--- config.mk ---
export PLATFORM = sky130hd
export DESIGN_NAME = rr_grant_sched
export DESIGN_NICKNAME = d
export VERILOG_FILES = /design/src/rtl/rr_grant_sched.sv
export SDC_FILE = /design/constraint.sdc
export NUM_CORES = 1
export LEC_CHECK = 0
export BUFFER_PORTS_ARGS = -buffer_cell sky130_fd_sc_hd__buf_2
export CAP_MARGIN = 15
export CORE_MARGIN = 5
export CORE_UTILIZATION = 38
export CTS_CLUSTER_SIZE = 8
export DETAILED_ROUTE_END_ITERATION = 16
export SYNTH_ARGS = -nofsm -noshare
export SYNTH_HDL_FRONTEND = slang
export SYNTH_SLANG_ARGS = --single-unit
--- constraint.sdc ---
create_clock -name clk -period 2.2 [get_ports clk]
set_input_delay 0.33 -clock clk [delete_from_list [all_inputs] [get_ports clk]]
set_output_delay 0.33 -clock clk [all_outputs]
set_load 0.005 [all_outputs]
--- src/rtl/rr_grant_sched.sv ---
// Round-robin grant scheduler with a bounded hold time per owner.
// A single owner keeps its grant while it keeps requesting, up to MAX_HOLD
// consecutive cycles. Releases re-arbitrate in the same edge so that grants
// can run back-to-back. The search starts one slot after the last winner.
module rr_grant_sched #(
    parameter int unsigned WIDTH    = 4,
    parameter int unsigned MAX_HOLD = 8
) (
    input  logic                     clk,
    input  logic                     rst_n,
    input  logic [WIDTH-1:0]         req,
    output logic [WIDTH-1:0]         gnt,
    output logic [$clog2(WIDTH)-1:0] gnt_idx,
    output logic                     gnt_valid,
    output logic                     hold_timeout
);

    localparam int unsigned IW = $clog2(WIDTH);
    localparam int unsigned CW = (MAX_HOLD > 1) ? $clog2(MAX_HOLD) : 1;
    localparam logic [CW-1:0] CNT_LAST = CW'(MAX_HOLD - 1);
    localparam logic [IW-1:0] IDX_LAST = IW'(WIDTH - 1);
    localparam logic [IW:0]   WIDTH_W  = (IW + 1)'(WIDTH);

    typedef enum logic {
        IDLE,
        BUSY
    } state_t;

    state_t          state;
    logic [IW-1:0]   ptr;
    logic [CW-1:0]   cnt;

    logic            sel_found;
    logic [IW-1:0]   sel_idx;
    logic [IW:0]     sum;
    logic [IW-1:0]   cand;
    logic [WIDTH-1:0] sel_onehot;
    logic [IW-1:0]   sel_next_ptr;

    logic            owner_req;
    logic            at_limit;
    logic            keep;
    logic            forced;
    logic            do_grant;
    logic            go_idle;

    // First active requester at or after ptr, wrapping from WIDTH-1 to 0.
    always_comb begin
        sel_found = 1'b0;
        sel_idx   = '0;
        sum       = '0;
        cand      = '0;
        for (int unsigned k = 0; k < WIDTH; k++) begin
            sum = {1'b0, ptr} + (IW + 1)'(k);
            if (sum >= WIDTH_W) begin
                sum = sum - WIDTH_W;
            end
            cand = sum[IW-1:0];
            if (!sel_found && req[cand]) begin
                sel_found = 1'b1;
                sel_idx   = cand;
            end
        end
    end

    // One-hot form of the winner and the pointer value that follows it.
    always_comb begin
        sel_onehot   = {{(WIDTH-1){1'b0}}, 1'b1} << sel_idx;
        sel_next_ptr = (sel_idx == IDX_LAST) ? '0 : sel_idx + 1'b1;
    end

    // Hold/release decision for the current owner. gnt_idx is the owner
    // whenever BUSY; its value in IDLE is irrelevant because these terms
    // are qualified with the state below.
    always_comb begin
        owner_req = req[gnt_idx];
        at_limit  = (cnt == CNT_LAST);
        keep      = (state == BUSY) && owner_req && !at_limit;
        forced    = (state == BUSY) && owner_req && at_limit;
        do_grant  = sel_found && !keep;
        go_idle   = (state == BUSY) && !keep && !sel_found;
    end

    // Grant FSM with registered outputs.
    always_ff @(posedge clk or negedge rst_n) begin
        if (!rst_n) begin
            state        <= IDLE;
            ptr          <= '0;
            cnt          <= '0;
            gnt          <= '0;
            gnt_idx      <= '0;
            gnt_valid    <= 1'b0;
            hold_timeout <= 1'b0;
        end else begin
            hold_timeout <= forced;
            if (do_grant) begin
                state     <= BUSY;
                gnt       <= sel_onehot;
                gnt_idx   <= sel_idx;
                gnt_valid <= 1'b1;
                ptr       <= sel_next_ptr;
                cnt       <= '0;
            end else if (go_idle) begin
                state     <= IDLE;
                gnt       <= '0;
                gnt_idx   <= '0;
                gnt_valid <= 1'b0;
                cnt       <= '0;
            end else if (keep) begin
                cnt <= cnt + 1'b1;
            end
        end
    end

endmodule

==> reports/summary.md <==
Setup violations remaining at the end of the flow were counted as 0. The final critical path time including I/O delays and setup is 1.93 ns, and the maximum number of pins on one net before global-route repair is 14. The total DRC errors in the routed layout is 0. Dividing the synthesized area by the synthesized cell count gives 10.7 um^2. By area, the combinational part of the netlist is dominated by compound AO/OA/AOI/OAI gates. TritonCTS built the clock tree. Post-CTS timing repair inserted 0 buffers for setup. In the synthesized netlist, the cells that appear most often are 13 x sky130_fd_sc_hd__dfrtp_1, 11 x sky130_fd_sc_hd__nand2_1, 6 x sky130_fd_sc_hd__ha_1, 6 x sky130_fd_sc_hd__inv_1, 5 x sky130_fd_sc_hd__a21oi_1.

After detailed placement, the design holds a cell count of 111. The run gives 0 as the final number of max-transition violations. The worst slew margin relative to its limit is 78.7%. For this block, the via count after detailed routing is 592.

Global routing consumed, on the met3 layer, 5.72% of the routing resources. From synthesis to final layout, the design area changed by 18.3%. The run finished with clean final reports.

Registers take 325 um^2. The first routing iteration left 12 violations. The final antenna diode count is 0, and the number of antenna-violating nets in the routed design is 0. In the final layout, the share of cells above drive strength 1 is 30.3%.

Placement-stage worst setup slack: 0.176 ns. The initial antenna violation count was 0. The run gives 71 as the gate count after technology mapping. For the site row count, the log shows 16. In this run, CTS created clock tree buffers numbering 3. The tightest hold path in the finished design has a slack of 0.353 ns.

The most congested layer reported by global routing was met2. At the pin with the least slew margin, the transition time is 0.320 ns. The die span in x is 54.6 um. The total power draw is 0.00101 W. Flip-flop cell with the highest count after synthesis: sky130_fd_sc_hd__dfrtp_1.

The buffer cell driving the clock tree root was sky130_fd_sc_hd__clkbuf_4. Once the floorplan was initialized, standard cells occupied 39.4% of the core. The I/O pin total was 14. The layout has 189 filler cells. Power density normalized to cell area: 1120 mW/mm^2.

The multiplexer fraction of the synthesized cell area was 5.79%; the upper clock frequency limit was 518 MHz. The die extent in y is 54.6 um. Summing the areas of all compound-gate instances in the mapped netlist gives 20.5% of the synthesized area. For this run, the total global-route usage over all layers was measured as 12.5%. The tools report the number of global-route vias before repair as 580. Clock skew on the completed layout was measured at 0.00673 ns. The count of warnings emitted by yosys was 0; the global routing met2 resource utilization was 19.7%.

The area share of xor/xnor cells in the synthesized design works out to 0%. The routed wire length is 1.49 mm, and the first-pass GRT wire length is 2.57 mm. Once routing completed, OpenROAD measured the worst setup slack at 0.268 ns. Cell taking the most area after synthesis: sky130_fd_sc_hd__dfrtp_1.

The number of nets in the synthesized netlist came out at 83. The category of the worst setup path capture point was a flip-flop. The region available for standard cell placement spans 0.00192 mm^2. The number of endpoints with negative hold slack in the final report was 0.

The clock transition at the register clock pins on the worst setup and hold paths after CTS is 0.07 ns, and the deepest level of the CTS H-tree is 1. Gates resized during post-CTS repair numbered 0. The clock reaches the later pin of the worst-skew pair after 0.27 ns. In the synthesized netlist the async set-or-reset flop fraction comes to 100%. The die covers 0.00298 mm^2. The run gives 0.000550 V as the worst ir drop on vdd. sky130_fd_sc_hd__dfrtp_1 is the most common cell in the netlist.

The tools report the sequential area share after synthesis as 43.0%. Setup repair after global routing left no endpoint under its margin. The synthesized netlist occupies a cell area of 757 um^2. In the routed layout, each cell is associated on average with a via count of 5.10. Maximum count of clock buffers along a single path: 2. The number of synthesized flops with an enable pin is 0, and the total clock sinks is 13. Buffers placed on the I/O ports in this run total 13. The fraction of post-synthesis cell area in the top cell type by area is 43.0%, and the data arrival time of the critical path is 2.08 ns. The run gives 15.5% as the routing usage on met1. For this run, the detailed router's first-pass iteration total came to 4.

Max-cap violations in this run came to 0. Simple-gate share of the synthesized area: 16.5%. The class of the tightest hold or removal check is primary input to flip-flop. After the last flow step, the layout net total stands at 102. Summed over all cells, the static leakage comes to 0.444 nW.

In this run, synthesis produced a sequential element count of 13. The logs give 0 ns for the total negative slack for setup checks and 399 um^2 for the total area of multi-input combinational cells. Dividing the detail-routed wire length by the instance count gives 12.9 um. The post-DP HPWL was 1.14 mm; the area share of fa/ha/maj cells after synthesis was 9.92%. After synthesis, the cell types taking the most area are sky130_fd_sc_hd__dfrtp_1 43%, sky130_fd_sc_hd__ha_1 9.9%, sky130_fd_sc_hd__nand2_1 5.5%. STA classifies the critical path startpoint as a flip-flop. The critical path in this run is classified as flip-flop to flip-flop. Along the worst path, the maximum fanout reaches 5.

In this run, distinct cell masters in the synthesized netlist total 28. For this run the aggregate overflow at the end of global routing stands at 0. The final worst-path cycle share is 87.8%, and the weighted congestion reported at the end of routability-driven placement is 0.729. For the worst setup path, the data required time is 2.35 ns. The finished layout holds 116 standard cells, fillers aside.
## registers in the layout, summed over array words and instances (netlist names)
| name | flops |
|---|---|
| gnt_idx | 2 |
| gnt | 4 |
| ptr | 2 |
| cnt | 3 |
| hold_timeout | 1 |
| state | 1 |
## metal layers
metal	vias to the layer above	routed length, um
li1	295	-
met1	281	686
met2	16	719
met3	0	88
met4	0	0
met5	-	0
## cells in the final DEF (no fill, tap or decap)
cell | synthesis | routed
sky130_fd_sc_hd__o31ai_1 | 2 | 2
sky130_fd_sc_hd__mux2_2 | 1 | 1
sky130_fd_sc_hd__inv_4 | 1 | 1
sky130_fd_sc_hd__o22ai_1 | 1 | 1
sky130_fd_sc_hd__clkbuf_4 | 0 | 3
sky130_fd_sc_hd__nand2b_1 | 1 | 1
sky130_fd_sc_hd__buf_4 | 0 | 1
sky130_fd_sc_hd__nor2_4 | 1 | 1
sky130_fd_sc_hd__a22o_2 | 1 | 1
sky130_fd_sc_hd__mux4_2 | 1 | 1
sky130_fd_sc_hd__a21oi_1 | 5 | 5
sky130_fd_sc_hd__and2_2 | 1 | 1
sky130_fd_sc_hd__o21ai_0 | 2 | 2
sky130_fd_sc_hd__a221o_1 | 3 | 3
sky130_fd_sc_hd__nand2_1 | 11 | 11
sky130_fd_sc_hd__and3_1 | 1 | 1
sky130_fd_sc_hd__and2_4 | 1 | 1
sky130_fd_sc_hd__and2_1 | 1 | 1
sky130_fd_sc_hd__inv_1 | 6 | 6
sky130_fd_sc_hd__a2bb2o_1 | 1 | 1
sky130_fd_sc_hd__dfrtp_1 | 13 | 13
sky130_fd_sc_hd__nor4_4 | 1 | 1
sky130_fd_sc_hd__mux2i_1 | 1 | 1
sky130_fd_sc_hd__nor2b_1 | 1 | 1
sky130_fd_sc_hd__clkbuf_1 | 0 | 1
sky130_fd_sc_hd__a221o_2 | 2 | 2
sky130_fd_sc_hd__a22o_1 | 2 | 2
sky130_fd_sc_hd__a32oi_1 | 1 | 1
sky130_fd_sc_hd__dlygate4sd3_1 | 0 | 1
sky130_fd_sc_hd__buf_2 | 0 | 13
sky130_fd_sc_hd__nand3_1 | 2 | 2
sky130_fd_sc_hd__ha_1 | 6 | 6
## cell families after synthesis
| family | count (synthesis) |
|---|---|
| flip-flops | 13 |
| adder cells (fa/ha/maj) | 6 |
| multiplexers | 3 |
| AO/OA/AOI/OAI | 20 |
| AND/OR/NAND/NOR | 21 |
| buffers and inverters | 8 |
## through the flow
step                      utilization, %  area (um^2)
after global placement              44.7          860
final                               46.6          896
after CTS                           46.6          896
after floorplan                        -          757
after global routing                46.6          896
after detailed placement            44.7          860
## cell type report
cell class | count | area share [%]
Sequential cell | 13 | 36.3
Tap cell | 27 | 3.77
Multi-Input combinational cell | 50 | 44.6
Inverter | 7 | 3.21
Clock buffer | 4 | 2.93
Timing Repair Buffer | 15 | 9.22
## path summary, 6_finish.rpt
| path | from | to | slack, ns | cells after the start |
|---|---|---|---|---|
| worst max-delay path | ptr[0] | gnt[0] | 0.27 | 8 |
| worst min register to register | cnt[0] | cnt[0] | 0.50 | 1 |
| min in group asynchronous | rst_n | gnt_idx[1] | 0.47 | 2 |
| worst max register to register | ptr[0] | gnt[0] | 0.27 | 8 |
| max in group asynchronous | rst_n | ptr[0] | 1.50 | 2 |
| worst min-delay path | req[3] | state | 0.35 | 3 |
## worst max-delay path, cell delays in order (launching register included)
cell and delay (ns):
sky130_fd_sc_hd__dfrtp_1 0.35, sky130_fd_sc_hd__inv_1 0.08, sky130_fd_sc_hd__a221o_2 0.35, sky130_fd_sc_hd__a32oi_1 0.28, sky130_fd_sc_hd__nand2_1 0.13, sky130_fd_sc_hd__ha_1 0.23
sky130_fd_sc_hd__nand2_1 0.06, sky130_fd_sc_hd__a21oi_1 0.05, sky130_fd_sc_hd__a221o_1 0.28
## power breakdown
group	internal [W]	switching [W]	total (W)	leakage [nW]
Clock	0.0000703	0.0000713	0.000142	0.0150
Combinational	0.000240	0.000229	0.000469	0.267
Sequential	0.000328	0.0000681	0.000396	0.163
## repair_timing
item                                    4_1_cts  5_1_grt
hold endpoints to repair                     13        0
endpoints found under the setup margin        0        0
hold buffers                                  1        0
Power figures use the tool's default switching activity.
